[config.mk]
export PLATFORM = sky130hd
export DESIGN_NAME = freq_div_ctrl
export DESIGN_NICKNAME = d
export VERILOG_FILES = /design/src/rtl/freq_div_ctrl.sv
export SDC_FILE = /design/constraint.sdc
export NUM_CORES = 1
export LEC_CHECK = 0
export ABC_AREA = 1
export CAP_MARGIN = 20
export CORE_MARGIN = 1
export CORE_UTILIZATION = 40
export DETAILED_ROUTE_END_ITERATION = 8
export PLACE_DENSITY = 0.74
export SYNTH_ARGS = -nofsm -noshare
export SYNTH_HDL_FRONTEND = slang
export SYNTH_SLANG_ARGS = --single-unit
[constraint.sdc]
create_clock -name Clk -period 3.5 [get_ports Clk]
set_input_delay 1.05 -clock Clk [delete_from_list [all_inputs] [get_ports Clk]]
set_output_delay 1.05 -clock Clk [all_outputs]
set_load 0.005 [all_outputs]
[src/rtl/freq_div_ctrl.sv]
// Round-robin configuration sequencer that is the sole master of the frequency divider's config pins.
// Optional build macro FDC_ZERO_REJECT_EN: reject a requested ratio of 0 with ack+err instead of programming it.
module freq_div_ctrl #(
    parameter int NREQ   = 4,
    parameter int DW     = 32,
    parameter int SETTLE = 2
) (
    input  logic                 Clk,
    input  logic                 Reset,
    input  logic [NREQ-1:0]      req,
    input  logic [NREQ*DW-1:0]   req_div,
    output logic [NREQ-1:0]      ack,
    output logic                 err,
    output logic                 busy,
    output logic [DW-1:0]        cur_div,
    output logic [DW-1:0]        div_Din,
    output logic                 div_ConfigDiv,
    output logic                 div_Enable,
    output logic [2:0]           dbg_state
);

    localparam int IW = (NREQ > 1) ? $clog2(NREQ) : 1;
    localparam int CW = (SETTLE > 1) ? $clog2(SETTLE) : 1;

    typedef enum logic [2:0] {
        ST_IDLE    = 3'd0,
        ST_DISABLE = 3'd1,
        ST_LOAD    = 3'd2,
        ST_SETTLE  = 3'd3,
        ST_ACK     = 3'd4
    } state_t;

    // Handshake: a requester raises req with its ratio and holds both until it
    // sees its one-cycle ack; req is only sampled while the sequencer is idle.

    state_t          state, next_state;
    logic [IW-1:0]   idx;
    logic [IW-1:0]   rr_ptr;
    logic [DW-1:0]   lat_div;
    logic [DW-1:0]   cur_div_q;
    logic [DW-1:0]   din_q;
    logic [CW-1:0]   cnt;
    logic            running;
    logic            reject;

    logic [DW-1:0]   div_arr [NREQ];
    logic            grant_vld;
    logic [IW-1:0]   grant_idx;
    logic [DW-1:0]   grant_div;
    logic            zero_hit;

    for (genvar g = 0; g < NREQ; g++) begin : g_div
        assign div_arr[g] = req_div[g*DW +: DW];
    end

    // Search starts at rr_ptr so the most recently served requester goes last.
    always_comb begin
        int j;
        j         = 0;
        grant_vld = 1'b0;
        grant_idx = '0;
        for (int k = 0; k < NREQ; k++) begin
            j = int'(rr_ptr) + k;
            if (j >= NREQ) j = j - NREQ;
            if (!grant_vld && req[IW'(j)]) begin
                grant_vld = 1'b1;
                grant_idx = IW'(j);
            end
        end
    end

    assign grant_div = div_arr[grant_idx];

`ifdef FDC_ZERO_REJECT_EN
    assign zero_hit = (grant_div == '0);
`else
    assign zero_hit = 1'b0;
`endif

    always_comb begin
        next_state = state;
        case (state)
            ST_IDLE:    if (grant_vld) next_state = zero_hit ? ST_ACK : ST_DISABLE;
            ST_DISABLE: next_state = ST_LOAD;
            ST_LOAD:    next_state = ST_SETTLE;
            ST_SETTLE:  if (cnt == '0) next_state = ST_ACK;
            ST_ACK:     next_state = ST_IDLE;
            default:    next_state = ST_IDLE;
        endcase
    end

    always_ff @(posedge Clk) begin
        if (Reset) begin
            state     <= ST_IDLE;
            idx       <= '0;
            rr_ptr    <= '0;
            lat_div   <= '0;
            cur_div_q <= DW'(1);
            din_q     <= '0;
            cnt       <= '0;
            running   <= 1'b0;
            reject    <= 1'b0;
        end else begin
            state <= next_state;
            case (state)
                ST_IDLE: begin
                    if (grant_vld) begin
                        idx     <= grant_idx;
                        lat_div <= grant_div;
                        reject  <= zero_hit;
                    end
                end
                ST_DISABLE: din_q <= lat_div;
                ST_LOAD:    cnt   <= CW'(SETTLE - 1);
                ST_SETTLE:  if (cnt != '0) cnt <= cnt - CW'(1);
                ST_ACK: begin
                    if (int'(idx) == NREQ - 1) rr_ptr <= '0;
                    else                       rr_ptr <= idx + IW'(1);
                    // A rejected ratio leaves the divider exactly as it was.
                    if (!reject) begin
                        cur_div_q <= lat_div;
                        running   <= 1'b1;
                    end
                end
                default: ;
            endcase
        end
    end

    always_comb begin
        ack           = '0;
        busy          = (state != ST_IDLE);
        div_ConfigDiv = 1'b0;
        div_Enable    = 1'b0;
        case (state)
            ST_IDLE:    div_Enable = running;
            ST_DISABLE: div_Enable = 1'b0;
            ST_LOAD:    div_ConfigDiv = 1'b1;
            ST_SETTLE:  div_Enable = 1'b1;
            ST_ACK: begin
                ack        = NREQ'(1) << idx;
                div_Enable = reject ? running : 1'b1;
            end
            default: ;
        endcase
    end

`ifdef FDC_ZERO_REJECT_EN
    assign err = (state == ST_ACK) && reject;
`else
    assign err = 1'b0;
`endif

    assign cur_div   = cur_div_q;
    assign div_Din   = din_q;
    assign dbg_state = state;

endmodule

==> impl_metrics.tcl <==
set metrics [dict create \
    multi_input_comb_area_um2 2530 \
    ys.warnings.count 0 \
    cts_made_buffers 9 \
    worstPathArrival_ps 1800 \
    clock_edge_transition_at_the_registers_on_the_reported_setup_and_hold_paths_ps 70 \
    cp_max_fo 9 \
    synth-async-reset-ratio_pct 0 \
    netlist.top_cell.by_area "sky130_fd_sc_hd__dfxtp_1" \
    layout_worst_path_cycle_share_pct 81.4 \
    seq_area_um2 2100 \
    ctsHtreeMaxLevel 3 \
    crit_required_ps 2450 \
    post-synth-top-count-cell "sky130_fd_sc_hd__nor2_1" \
    synth_edf_count 0 \
    detailroute.via_count 5861 \
    fin_worst_skew_ps 6.63 \
    placeableCoreArea_um2 13300 \
    area_growth_pct 45.2 \
    synth_seq_cells 105 \
    average_detailed_routed_wire_length_per_instance_um 13.1 \
    number_of_antenna_violations_at_the_first_check_in_global_routing 0 \
    post-route-min-period_ps 2850 \
    cp-end-kind "primary output" \
    achievable-frequency_mhz 351 \
    synth_area_per_cell_um2 6.28 \
    start_util_pct 41.4 \
    fin_nets 1197 \
    synth-seq-area-share_pct 38.1 \
    insertion_delay_ps 340 \
    maxCapViolations 0 \
    gp_congestion 0.875 \
    fin_setup_tns_ps 0 \
    cts_hold_buffers 0 \
    num_antenna_cells 0 \
    drt-total-wl_mm 16.2 \
    area_share_of_the_largest_cell_type_after_synthesis_pct 38.1 \
    syn-num-nets 1018 \
    placed_cells 1224 \
    grt_pass1_wl_mm 25.6 \
    outcome "finished, final reports clean" \
    final.hold.worst_slack_ps 443 \
    max-clock-path-buffers 2 \
    worstHoldPathType "reg2reg" \
    crit_path_start_kind "flop" \
    ys_top_cells_by_area "sky130_fd_sc_hd__dfxtp_1, sky130_fd_sc_hd__nor2_1, sky130_fd_sc_hd__inv_1" \
    post_synthesis_cells 880 \
    cts_setup_buffers 0 \
    fp.dieArea_um2 14300 \
    cts_tree "done" \
    worst_slew_pin_slew_ps 531 \
    synth_area_um2 5520 \
    hold_viol 0 \
    cellLeakagePower_nw 3.81 \
    detail_route.drc_violations 0 \
    placed_area_um2 7710 \
    slew-limit-headroom_pct 64.6 \
    top_level_port_count 209 \
    chipWidth_um 120 \
    postSynth.topFlopCell "sky130_fd_sc_hd__dfxtp_1" \
    unrepaired_setup_endpoints_after_global_routing "no" \
    grt_pass1_vias 5210 \
    remaining_number_of_nets_flagged_by_the_antenna_check_after_routing 0 \
    grt_start_max_net_pins 63 \
    ys_top_cells_by_count "sky130_fd_sc_hd__nor2_1, sky130_fd_sc_hd__inv_1, sky130_fd_sc_hd__nand2_1, sky130_fd_sc_hd__dfxtp_1, sky130_fd_sc_hd__o21ai_0" \
    dieHeight_um 120 \
    buffer_type_at_the_clock_tree_root "sky130_fd_sc_hd__clkbuf_16" \
    layout-drive-gt1-share_pct 4.98 \
    cts_resized 0 \
    synthDistinctLibCells 26 \
    layout.cell_area.non_filler_um2 8020 \
    viasPerCell 4.73 \
    drt_iter0_drc 469 \
    buffer_ports.inserted 207 \
    layoutNonFillerInstCount 1240 \
    path_class "reg2out" \
    grtUsageTotal_pct 22.6 \
    gr-total-overflow 0 \
    worst_ir_drop_vdd_uv 243 \
    final-setup-viol-count 0 \
    floorplan.rows 42 \
    nFillCells 1246 \
    finalMaxSlewViolations 0 \
    place.detailed.hpwl_mm 12.3 \
    power_density_nw_per_um2 426 \
    tritoncts_num_sinks 105 \
    first_pass_iters 5 \
]
-- per-stage QoR --
stage               setup WS (ps)  total power (W)  utilization [%]
finish                        651          0.00342             60.1
global route                  476          0.00362             60.1
floorplan                    1140          0.00197                -
detailed placement            386          0.00241             57.7
CTS                           629          0.00343             60.1
global placement              408          0.00239             57.7
-- critical path, stage by stage (launching register included) --
cell and delay, ps:
sky130_fd_sc_hd__dfxtp_1 350, sky130_fd_sc_hd__nor2_1 140, sky130_fd_sc_hd__inv_1 80, sky130_fd_sc_hd__nor2_2 90, sky130_fd_sc_hd__inv_1 140, sky130_fd_sc_hd__nor2_1 150
sky130_fd_sc_hd__clkdlybuf4s50_1 520
-- placed cells by master, fill, tap and decap left out --
master,instances
sky130_fd_sc_hd__nor3_1,1
sky130_fd_sc_hd__a31oi_1,1
sky130_fd_sc_hd__clkbuf_16,9
sky130_fd_sc_hd__nand4_1,28
sky130_fd_sc_hd__clkdlybuf4s50_1,207
sky130_fd_sc_hd__nor2_1,174
sky130_fd_sc_hd__nor2_4,1
sky130_fd_sc_hd__nand3_1,51
sky130_fd_sc_hd__conb_1,1
sky130_fd_sc_hd__nor2_2,3
sky130_fd_sc_hd__o21ai_0,75
sky130_fd_sc_hd__nand2_4,1
sky130_fd_sc_hd__nand3_4,1
sky130_fd_sc_hd__inv_1,158
sky130_fd_sc_hd__o21ai_1,45
sky130_fd_sc_hd__a21oi_1,37
sky130_fd_sc_hd__nand2_2,6
sky130_fd_sc_hd__buf_12,3
sky130_fd_sc_hd__nand2_1,122
sky130_fd_sc_hd__inv_6,3
sky130_fd_sc_hd__clkinv_4,2
sky130_fd_sc_hd__dfxtp_1,105
sky130_fd_sc_hd__inv_2,5
sky130_fd_sc_hd__nand3_2,2
sky130_fd_sc_hd__clkbuf_8,1
sky130_fd_sc_hd__a211oi_1,2
sky130_fd_sc_hd__ha_1,4
sky130_fd_sc_hd__bufinv_16,1
sky130_fd_sc_hd__clkinvlp_4,1
sky130_fd_sc_hd__buf_4,13
sky130_fd_sc_hd__nor3_2,1
-- sequential cells by signal (all words and copies together), names as in the netlist --
register,cells
cur_div,32
idx,2
running,1
lat_div,32
cnt,1
dbg_state,3
rr_ptr,2
div_Din,32
-- where the power goes --
| group | switching, W | total [W] | leakage (nW) | internal (W) |
|---|---|---|---|---|
| clock | 0.000454 | 0.00104 | 0.150 | 0.000582 |
| sequential | 0.000123 | 0.00145 | 0.862 | 0.00133 |
| combinational | 0.000473 | 0.000927 | 2.80 | 0.000454 |
-- worst paths after layout --
check / startpoint / endpoint / slack [ps] / cells after the start
hold / removal: div_Din[26]$_SDFFE_PP0P_ / div_Din[26]$_SDFFE_PP0P_ / 440 / 2
setup reg to reg: rr_ptr[0]$_SDFFE_PP0P_ / lat_div[19]$_SDFFE_PP0P_ / 1240 / 14
hold reg to reg: div_Din[26]$_SDFFE_PP0P_ / div_Din[26]$_SDFFE_PP0P_ / 440 / 2
setup / recovery: dbg_state[0]$_SDFFE_PP0P_ / ack[1] / 650 / 6
-- per-layer routing --
layer  track usage [%]  up-vias  wire, µm
li1                  -     3084         -
met1              31.9     2569      7680
met2              36.1      195      7410
met3              2.90       13       864
met4              6.48        0       226
met5                 0        -         0
-- kinds of logic after synthesis --
family | after synthesis | synth area share [%]
and+or+nand+nor | 391 | 30.0
AOI/OAI and AO/OA | 160 | 14.6
buffers and inverters | 219 | 16.3
other | 1 | 0.0679
DFF | 105 | 38.1
adders and majority gates | 4 | 0.906
-- area by class of cell --
| type | count | area share (%) |
|---|---|---|
| clock inverters | 6 | 0.905 |
| clock buffers | 10 | 2.98 |
| inverters | 164 | 7.74 |
| well taps | 176 | 2.75 |
| flip-flops and latches | 105 | 26.2 |
| repair buffers | 223 | 27.8 |
| multi-input cells | 556 | 31.6 |
(Power assumes the default switching activity.)
